### src/rtl/sample_reader_pkg.sv
// Shared definitions for the sample buffer drain path: state encoding and
// acquisition defaults also used by the capture side.
package sample_reader_pkg;

    localparam int unsigned STATE_SIZE             = 3;
    localparam int unsigned SAMPLE_COUNT_DEFAULT   = 1024;
    localparam int unsigned TIMEOUT_CYCLES_DEFAULT = 256;

    typedef enum logic [STATE_SIZE-1:0] {
        StIdle      = 3'd0,
        StWaitValid = 3'd1,
        StSend      = 3'd2,
        StPulse     = 3'd3,
        StGap       = 3'd4,
        StDone      = 3'd5,
        StError     = 3'd6
    } state_t;

endpackage

### src/rtl/sample_reader_timeout_counter.sv
// Cycle counter for the timed reader states; expires on the last allowed cycle.
module timeout_counter
    import sample_reader_pkg::*;
#(
    parameter int unsigned TIMEOUT_CYCLES = TIMEOUT_CYCLES_DEFAULT
) (
    input  logic i_clock,
    input  logic i_reset,
    input  logic i_clear,
    input  logic i_enable,
    output logic o_expired
);

    localparam int unsigned WIDTH = (TIMEOUT_CYCLES > 1) ? $clog2(TIMEOUT_CYCLES) : 1;
    localparam logic [WIDTH-1:0] LAST = WIDTH'(TIMEOUT_CYCLES - 1);

    logic [WIDTH-1:0] count;

    always_ff @(posedge i_clock) begin
        if (i_reset || i_clear) begin
            count <= '0;
        end else if (i_enable && (count != LAST)) begin
            count <= count + 1'b1;
        end
    end

    assign o_expired = i_enable && (count == LAST);

endmodule

### src/rtl/sample_reader.sv
// Drains the capture buffer one sample at a time onto the TX byte stream,
// pulsing o_next per consumed sample and flagging completion or a stalled buffer.
module sample_reader
    import sample_reader_pkg::*;
#(
    parameter int unsigned DATA_SIZE      = 8,
    parameter int unsigned SAMPLE_COUNT   = SAMPLE_COUNT_DEFAULT,
    parameter int unsigned COUNT_SIZE     = 11,
    parameter int unsigned TIMEOUT_CYCLES = TIMEOUT_CYCLES_DEFAULT
) (
    input  logic                  i_clock,
    input  logic                  i_reset,
    input  logic                  i_start,
    input  logic [DATA_SIZE-1:0]  i_sample_data,
    input  logic                  i_sample_valid,
    output logic                  o_next,
    output logic [DATA_SIZE-1:0]  o_tx_data,
    output logic                  o_tx_valid,
    input  logic                  i_tx_ready,
    output logic                  o_busy,
    output logic                  o_done,
    output logic                  o_error,
    output logic [COUNT_SIZE-1:0] o_count
);

    state_t                  state, state_next;
    logic [DATA_SIZE-1:0]    tx_data_next;
    logic                    tx_valid_next;
    logic [COUNT_SIZE-1:0]   count_next;
    logic                    timer_clear, timer_enable, timer_expired;

    // The first sample may take arbitrarily long while the buffer fills.
    assign timer_enable = (state == StPulse) || ((state == StWaitValid) && (o_count != '0));
    assign timer_clear  = (state_next != state);

    timeout_counter #(
        .TIMEOUT_CYCLES(TIMEOUT_CYCLES)
    ) u_timeout (
        .i_clock  (i_clock),
        .i_reset  (i_reset),
        .i_clear  (timer_clear),
        .i_enable (timer_enable),
        .o_expired(timer_expired)
    );

    always_comb begin
        state_next    = state;
        tx_data_next  = o_tx_data;
        tx_valid_next = o_tx_valid;
        count_next    = o_count;
        unique case (state)
            StIdle, StDone: begin
                if (i_start) begin
                    state_next = StWaitValid;
                    count_next = '0;
                end
            end
            StWaitValid: begin
                if (i_sample_valid) begin
                    tx_data_next  = i_sample_data;
                    tx_valid_next = 1'b1;
                    state_next    = StSend;
                end else if (timer_expired) begin
                    state_next = StError;
                end
            end
            StSend: begin
                if (o_tx_valid && i_tx_ready) begin
                    tx_valid_next = 1'b0;
                    count_next    = o_count + 1'b1;
                    state_next    = (count_next == COUNT_SIZE'(SAMPLE_COUNT)) ? StDone : StPulse;
                end
            end
            StPulse: begin
                if (!i_sample_valid) begin
                    state_next = StGap;
                end else if (timer_expired) begin
                    state_next = StError;
                end
            end
            StGap: begin
                state_next = StWaitValid;
            end
            StError: begin
                tx_valid_next = 1'b0;
            end
            default: begin
                state_next = StIdle;
            end
        endcase
    end

    // Status outputs are registered copies of the state being entered.
    always_ff @(posedge i_clock) begin
        if (i_reset) begin
            state      <= StIdle;
            o_tx_data  <= '0;
            o_tx_valid <= 1'b0;
            o_count    <= '0;
            o_next     <= 1'b0;
            o_busy     <= 1'b0;
            o_done     <= 1'b0;
            o_error    <= 1'b0;
        end else begin
            state      <= state_next;
            o_tx_data  <= tx_data_next;
            o_tx_valid <= tx_valid_next;
            o_count    <= count_next;
            o_next     <= (state_next == StPulse);
            o_busy     <= (state_next inside {StWaitValid, StSend, StPulse, StGap});
            o_done     <= (state_next == StDone);
            o_error    <= (state_next == StError);
        end
    end

endmodule

### config.mk
export PLATFORM = sky130hd
export DESIGN_NAME = sample_reader
export DESIGN_NICKNAME = d
export VERILOG_FILES = /design/src/rtl/sample_reader_pkg.sv /design/src/rtl/sample_reader_timeout_counter.sv /design/src/rtl/sample_reader.sv
export SDC_FILE = /design/constraint.sdc
export NUM_CORES = 1
export LEC_CHECK = 0
export ABC_AREA = 1
export CORE_MARGIN = 1
export CORE_UTILIZATION = 55
export CTS_BUF_LIST = sky130_fd_sc_hd__clkbuf_16
export CTS_CLUSTER_SIZE = 30
export DETAILED_ROUTE_END_ITERATION = 12
export PLACE_DENSITY = 0.84
export SLEW_MARGIN = 20
export SYNTH_ARGS = -nofsm -noshare
export SYNTH_HDL_FRONTEND = slang
export SYNTH_SLANG_ARGS = --single-unit
### constraint.sdc
create_clock -name i_clock -period 2.7 [get_ports i_clock]
set_input_delay 0.27 -clock i_clock [delete_from_list [all_inputs] [get_ports i_clock]]
set_output_delay 0.27 -clock i_clock [all_outputs]
set_load 0.02 [all_outputs]
After elaboration in Yosys (flattened, before gate mapping)
Index checks and enable logic that the tools add are counted.
{"block": "classes", "n_addsub": 2, "eq_ne": 19, "muxes": 13, "reduce_logical": 15}
{"cell": "$mux W11", "n": 2}
{"cell": "$pmux W11 S2", "n": 1}
{"cell": "$eq A3 B3 Y1 const B", "n": 6}
{"cell": "$mux W3", "n": 6}
{"cell": "$pmux W3 S6", "n": 1}
{"cell": "$eq A3 B2 Y1 const B", "n": 4}
{"cell": "$add A11 B1 Y11 const B", "n": 1}
{"cell": "$eq A11 B11 Y1 const B", "n": 1}
{"cell": "$reduce_bool A11 Y1", "n": 1}
{"cell": "$add A8 B1 Y8 const B", "n": 1}
{"cell": "$eq A8 B8 Y1 const B", "n": 1}
{"cell": "$ne A8 B8 Y1 const B", "n": 1}
{"cell": "$eq A3 B1 Y1 const B", "n": 2}
{"cell": "$ne A2 B2 Y1 const B", "n": 3}
{"cell": "$reduce_and A3 Y1", "n": 2}
{"cell": "$logic_and A1 B1 Y1", "n": 4}
{"cell": "$reduce_bool A4 Y1", "n": 1}
{"cell": "$logic_not A3 Y1", "n": 1}
{"cell": "$ne A3 B3 Y1", "n": 1}
{"cell": "$pmux W1 S3", "n": 1}
{"cell": "$reduce_bool A3 Y1", "n": 1}
{"cell": "$logic_or A1 B1 Y1", "n": 2}
{"cell": "$mux W1", "n": 2}
{"cell": "$reduce_and A2 Y1", "n": 1}
{"cell": "2 further kinds", "n": 2}
{"block": "totals", "regBits": 35, "in_bits": 13, "out_inout_bits": 24, "elab_cells": 58}

Depth between registers and ports, before layout
Gate-level depths: netlist of the first run.
{"block": "depth", "word_depth": 9, "depth_mapped": 14, "depth_no_buf": 14}

Cells and area by module
From an unflattened synthesis of the first run, not the netlist that was laid out.
{"block": "unflattened", "hier_cells": 294, "hier_area_um2": 1965.6}
{"mod": "sample_reader", "n_inst": 1, "cells_per_inst": 223, "area_each_um2": 1478.9, "seq_area_each_um2": 540.5}
{"mod": "timeout_counter", "n_inst": 1, "cells_per_inst": 71, "area_each_um2": 486.7, "seq_area_each_um2": 160.2}

Worst setup path before layout of the first run
Ideal clock, no wire load.
{"block": "synth_path", "path_type": "flip-flop to flip-flop", "from": "register o_count[0]", "to": "register u_timeout.count[0]", "setup_ps": 120, "arrival_ps": 1753, "t_required_ps": 2580, "slack_ps": 827, "path_stages_with_launch": 11, "path_buffers": 0, "period_less_slack_ps": 1873, "cell_sequence": "dfxtp_1 > ha_1 > nand2_2 > o21ai_0 > nand2_1 > nand3_1 > nor2_2 > nand3_1 > nand3b_4 > o21ai_4 > nor2_1"}
{"block": "synth_via", "elab_chain_len": 9, "word_cells_on_any_way": 15, "classes_between": "add/sub: 1; eq/ne: 2; mux: 6; reduce/logical: 6"}
{"item": "from (decl)", "line_no": "sample_reader.sv:23", "source": "output logic [COUNT_SIZE-1:0] o_count"}
{"item": "from (signal assigned)", "line_no": "sample_reader.sv:108", "source": "o_count <= count_next;"}
{"item": "branches (longest 9 deep; another with $add A11 B1 Y11)"}
{"item": "to (signal assigned)", "line_no": "sample_reader_timeout_counter.sv:23", "source": "count <= count + 1'b1;"}
{"item": "to (decl)", "line_no": "sample_reader_timeout_counter.sv:17", "source": "logic [WIDTH-1:0] count;"}
Several ways; the timed one is not identified.
A chain may end at the register's enable or synchronous reset.

Final worst setup path of the first run
{"block": "layout_path", "from": "register o_count[0]", "to": "register u_timeout.count[3]"}
Same word-level chain as after synthesis.

==> metrics.cfg, run 1 <==
[global_routing]
grt.total_usage_pct=25.2
busiest_layer=met2
grt_use_met1_pct=30.9
antenna_found_initial=0
grt_max_degree=16
grt_pass1_vias=1660
overflow=0
use_met3_pct=7.46
grt_util_met2_pct=41.0
grt_pass1_wl_um=6760

[drt]
drt-vias-per-instance=5.16
drt_iter0_drc=140
vias=1837
wl_um=4250
first_pass_iters=4
ant_nets=0
drc_errors=0
routedWlPerCell_um=11.9

[critical_path]
rrSetupSlack_ns=0.77
crit_path_end_kind=flip-flop
r2r_end=u_timeout.count[3]
crit_fanout=8
r2r_start=o_count[0]
ff2ff_path_depth=10
worstSetupPathType=flip-flop to flip-flop
start_kind=flip-flop
crit_arrival_ns=2.09
crit_required_ns=2.85

[synthesis]
synth-seq-cells=35
async_flop_share_pct=0
netlist.area_leader.share_pct=37.3
synth_seq_area_share_pct=37.3
ys.flop_type=dfxtp_1
syn_inst=271
avgSynthCellArea_um2=6.94
synth_edf_count=0
synth_fp_nets=287
synth_cell_types=30
synth_area_leaders=dfxtp_1, nand2_1, nor2_1, inv_1, nand3_1
syn_area_mm2=0.00188
yosys_warnings=0
synth_top_cell_by_area=dfxtp_1

[sta]
drv_slew=0
rsz0062_at_grt=false
finalHoldViolCount=0
setup_violations=0
min_period_ns=1.93
tightest_slew_ns=0.370
relSlewSlack_pct=75.3
fin_skew_ns=0.00563
finalSetupTns_ns=0
finalCritPeriodShare_pct=71.5
fmax_mhz=518

[floorplan]
die_w_um=60.5
initial_core_util_pct=59.6
core-area_mm2=0.00315
ios=37
die_y_um=60.5
die_area_mm2=0.00366
rows=20

[clock_network]
insertion_delay_ns=0.27
cts.htree.levels=2
cts.sinks=35
numCtsBuffers=5
root_buffer=clkbuf_16
clk_pin_slew_ns=0.05
clockBufferDepth=2
cts_setup_buffers=0
ctsHoldBuffers=0
postCtsResizedCells=0
tritoncts=yes

[place]
gp_congestion=0.923
dp_hpwl_um=3200
port_buffers=36
dp.cells=349

[layout]
nets=328
areaGrowthSynthToFinish_pct=30.4
layout-drive-gt1-share_pct=11.9
antennaDiodeCount=0
fin_cells=356

[pwr]
p_switching_uw=299
power.density_mw_per_mm2=540
power_frac_comb_pct=12.0
clkPwrFrac_pct=46.9
power.total_mw=1.32
pwr-share-seq_pct=41.1
ir_worst_vdd_mv=0.500
intPower_mw=1.03
p_sw_share_pct=22.6
p_leak_nw=0.953

[run_status]
status=complete, no violations

[worst_hold_path]
min_from=o_tx_data[5]
hold_class=flip-flop to flip-flop
whs_path_depth=2
whs_endpoint=o_tx_data[5]

[flow_run]
timing.max_cap.violations=0

-- registers in the layout, indices dropped and copies added, names as in the netlist --
signal           count
o_tx_valid           1
o_busy               1
o_count             11
state                3
o_next               1
o_error              1
u_timeout.count      8
o_tx_data            8
o_done               1
-- synth_stat cells (2+ instances only) --
| library cell | instances |
|---|---|
| a21oi_2 | 2 |
| nand4_1 | 6 |
| nor2_4 | 4 |
| buf_2 | 2 |
| clkbuf_1 | 2 |
| nor2_1 | 40 |
| nor3_1 | 4 |
| xnor2_1 | 3 |
| o21ai_0 | 13 |
| nand2_2 | 7 |
| nor2_2 | 8 |
| inv_1 | 33 |
| o21ai_1 | 2 |
| inv_2 | 3 |
| nand3_2 | 2 |
| nand3_1 | 22 |
| a21oi_1 | 13 |
| nand2_1 | 53 |
| dfxtp_1 | 35 |
| xor2_1 | 4 |
| o211ai_1 | 2 |
| ha_1 | 3 |
-- layout by cell type, fill, tap and decap left out, types with 6 or more instances in the layout --
master           netlist  final
nand2_2                7      7
clkdlybuf4s50_1        0     36
dfxtp_1               35     35
a21oi_1               13     13
nand2_1               53     53
nand3_1               22     22
nor2_2                 8      8
inv_1                 33     34
nor2_1                40     40
o21ai_0               13     13
nand4_1                6      6
-- worst max path at each step --
stage / slack (ns) / depth (start not counted) / startpoint / end
3_3_place_gp: 0.89 / 10 / o_count[0] / u_timeout.count[7]
3_5_place_dp: 0.80 / 10 / o_count[0] / u_timeout.count[3]
2_1_floorplan: 0.83 / 10 / o_count[0] / u_timeout.count[0]
4_1_cts: 0.78 / 10 / o_count[0] / u_timeout.count[3]
5_1_grt: 0.55 / 10 / o_count[0] / u_timeout.count[3]
6_report: 0.77 / 10 / o_count[0] / u_timeout.count[3]
-- worst max-delay path: stages (launching register included) --
cell      delay, ns
dfxtp_1        0.42
ha_1           0.29
nand2_2        0.12
o21ai_0        0.23
nand2_1        0.08
nand3_1        0.10
nor2_2         0.05
nand3_1        0.10
nand3b_4       0.12
o21ai_4        0.23
nor2_1         0.08
-- routing by layer --
metal / share of wire, % / up-vias
li1: - / 956
met1: 44 / 811
met2: 47 / 63
met3: 6.9 / 7
met4: 1.5 / 0
met5: 0 / -
-- power by group through the flow --
stage	Combinational, mW	Clock, mW	Sequential [mW]
2_1_floorplan	0.0778	0	0.569
3_3_place_gp	0.157	0	0.554
5_1_grt	0.174	0.651	0.546
3_5_place_dp	0.158	0	0.554
6_report	0.159	0.622	0.544
4_1_cts	0.160	0.627	0.544
-- per-stage QoR --
step	worst slack (ns)	cell area, µm²	hold slack, ns	utilization [%]
after CTS	0.784	2450	0.515	77.8
final	0.768	2450	0.510	77.8
after global routing	0.549	2450	0.533	77.8
after detailed placement	0.795	2290	0.497	72.7
after floorplan	0.827	1880	0.348	-
after global placement	0.888	2290	0.490	72.7
-- area by class of cell --
type / count / area [µm²]
clock buffer: 5 / 125
clock inverter: 2 / 33.8
fill: 247 / 701
inverter: 36 / 135
multi-input combinational: 196 / 1030
sequential: 35 / 701
tap: 44 / 55.1
timing repair buffer: 38 / 375
-- kinds of logic after synthesis --
| logic type | share of synthesized area [%] |
|---|---|
| AO/OA/AOI/OAI | 10.8 |
| XOR/XNOR | 3.26 |
| adder cells (fa/ha/maj) | 2.00 |
| buffers and inverters | 8.12 |
| flip-flops | 37.3 |
| multiplexers | 0.532 |
| AND/OR/NAND/NOR | 38.1 |
No activity file was read; power rests on OpenSTA's default activity.
==> run 2, diff against run 1 <==
- CORE_UTILIZATION: 55 -> 46
- PLACE_DENSITY: 0.84 -> 0.75
- clock period: 2.7 -> 1.6 ns (I/O delays scaled with it)
==> run 2 against run 1 <==
  * The flow now finishes with violations (setup timing)
  * Combinational power rose by 93%
  * Non-clock buffer count grew 23
  * First-iteration DRC count decreased by 21%
  * Via count grew 13%
  * Global-route usage up 0.34 points
  * Critical path depth is 2 higher
  * Sequential power up 68%
  * Largest power group unchanged
==> metrics.cfg, run 2 (synthesis results as in run 1) <==
[layout]
largest_register_ffs=11
regMostFlops=o_count
antennaDiodeCount=0
final_common_cell=nand2_1
mostFrequentLayoutCells=nand2_1, nor2_1, clkdlybuf4s50_1
fillers=282
areaGrowthSynthToFinish_pct=50.8
fin_cells=385
reg_top3=o_count (11), o_tx_data (8), u_timeout.count (8)
layout-drive-gt1-share_pct=27.6
nets=352
utilization_pct=74.6

[critical_path]
crit_start=o_count[1]
crit_path_end_kind=flip-flop
r2r_start=o_count[1]
crit_fanout=8
start_kind=flip-flop
ff2ff_path_depth=12
crit_arrival_ns=1.97
r2r_end=u_timeout.count[5]
rrSetupSlack_ns=-0.20
crit_required_ns=1.76
worstSetupPathType=flip-flop to flip-flop

[flow_run]
timing.max_cap.violations=0

[sta]
setup_violations=14
finalHoldViolCount=0
fmax_mhz=555
tightest_slew_ns=0.350
drv_slew=0
finalCritPeriodShare_pct=113
min_period_ns=1.80
relSlewSlack_pct=76.7
rsz0062_at_grt=true
fin_skew_ns=0.00592
setup_slack_ns=-0.202

[clock_network]
clk_pin_slew_ns=0.06
root_buffer=clkbuf_16
insertion_delay_ns=0.28
tritoncts=yes
cts.sinks=35
cts.htree.levels=2
numCtsBuffers=5
clockBufferDepth=2

[pwr]
clkPwrFrac_pct=49.1
ir_worst_vdd_mv=0.544
power.density_mw_per_mm2=845
p_switching_uw=554
power_frac_comb_pct=12.8
pwr-share-seq_pct=38.0
intPower_mw=1.84
p_leak_nw=1.12
power.total_mw=2.40
p_sw_share_pct=23.1

[drt]
drt-vias-per-instance=5.40
first_pass_iters=5
ant_nets=0
vias=2079
wl_um=5750
drc_errors=0
routedWlPerCell_um=14.9
drt_iter0_drc=110

[floorplan]
rows=22
core-area_mm2=0.00380
die_w_um=65.9
initial_core_util_pct=49.5
die_area_mm2=0.00435
ios=37
die_y_um=65.9

[worst_hold_path]
whs_endpoint=o_tx_data[0]
hold_class=input port to flip-flop
min_from=i_sample_data[0]
whs_path_depth=3

[global_routing]
overflow=0
grt_pass1_vias=1931
grt.total_usage_pct=25.5
grt_max_degree=15
grt_pass1_wl_um=8380
antenna_found_initial=0

[place]
port_buffers=36
gp_congestion=0.915
dp.cells=374
post-place-ws_ns=-0.103
dp_hpwl_um=3580

[run_status]
violations=setup timing
status=complete, but fails checks

## run 2: changes by cell type in the layout (fill, tap and decap cells not counted), sizes merged
| cell | previous run | this run |
|---|---|---|
| buf | 2 | 25 |
| clkbuf | 5 | 6 |
| clkinvlp | 0 | 2 |
| inv | 37 | 36 |
## run 2: layout make-up
| class | instances | area [µm²] | area share [%] |
|---|---|---|---|
| multi-input combinational | 196 | 1170 | 41.1 |
| sequential | 35 | 731 | 25.8 |
| timing repair buffer | 61 | 548 | 19.3 |
| clock buffer | 6 | 150 | 5.30 |
| inverter | 36 | 139 | 4.90 |
| tap | 48 | 60.1 | 2.12 |
| clock inverter | 2 | 33.8 | 1.19 |
| timing repair inverter | 1 | 7.51 | 0.265 |
## run 2: power groups by stage
stage | clock [mW] | combinational, mW | sequential, mW
5_1_grt | 1.22 | 0.331 | 0.914
2_1_floorplan | 0 | 0.131 | 0.959
4_1_cts | 1.18 | 0.285 | 0.911
3_5_place_dp | 0 | 0.279 | 0.934
6_report | 1.18 | 0.307 | 0.912
3_3_place_gp | 0 | 0.276 | 0.934
## run 2: through the flow
stage	setup TNS, ns	area (µm²)	hold WS (ns)
5_1_grt	-3.35	2840	0.494
3_3_place_gp	-0.478	2500	0.489
6_report	-2.14	2840	0.461
4_1_cts	-0.863	2750	0.464
2_1_floorplan	0	1920	0.229
3_5_place_dp	-0.938	2500	0.497
## run 2: how the worst max path moves through the flow
stage	cells after the start	slack (ns)	to
after floorplan	12	0.002	u_timeout.count[7]
after global placement	9	-0.06	u_timeout.count[7]
after detailed placement	13	-0.10	o_busy
after CTS	13	-0.10	o_busy
after global routing	12	-0.28	o_busy
final	12	-0.20	u_timeout.count[5]
## run 2: critical path: stages, from the launching register on
cell and delay (ns):
dfxtp_4 0.38, ha_4 0.16, nand2_4 0.07, nor2_4 0.17, nand2_2 0.09, nand2_2 0.10
nand2_2 0.07, nand2_2 0.09, nor2_4 0.06, nand3_2 0.08, nand3b_4 0.11, o21ai_4 0.23
nor2_1 0.08
## run 2: per-layer routing
metal / up-vias / share of wire (%) / GRT usage (%) / wire, µm
met1: 949 / 40 / 28.9 / 2270
met2: 104 / 49 / 45.0 / 2800
li1: 1003 / - / - / -
met3: 23 / 8.2 / 5.52 / 471
met5: - / 0 / 0 / 0
met4: 0 / 3.5 / 12.0 / 204
## run 2: timing repair
| action | 4_1_cts | 5_1_grt |
|---|---|---|
| resized for setup | 17 | 20 |
| cloned | 0 | 1 |
| pin swaps | 13 | 6 |
| hold buffers | 0 | 0 |
| buffers inserted | 1 | 1 |
| endpoints found under the setup margin | 14 | 23 |
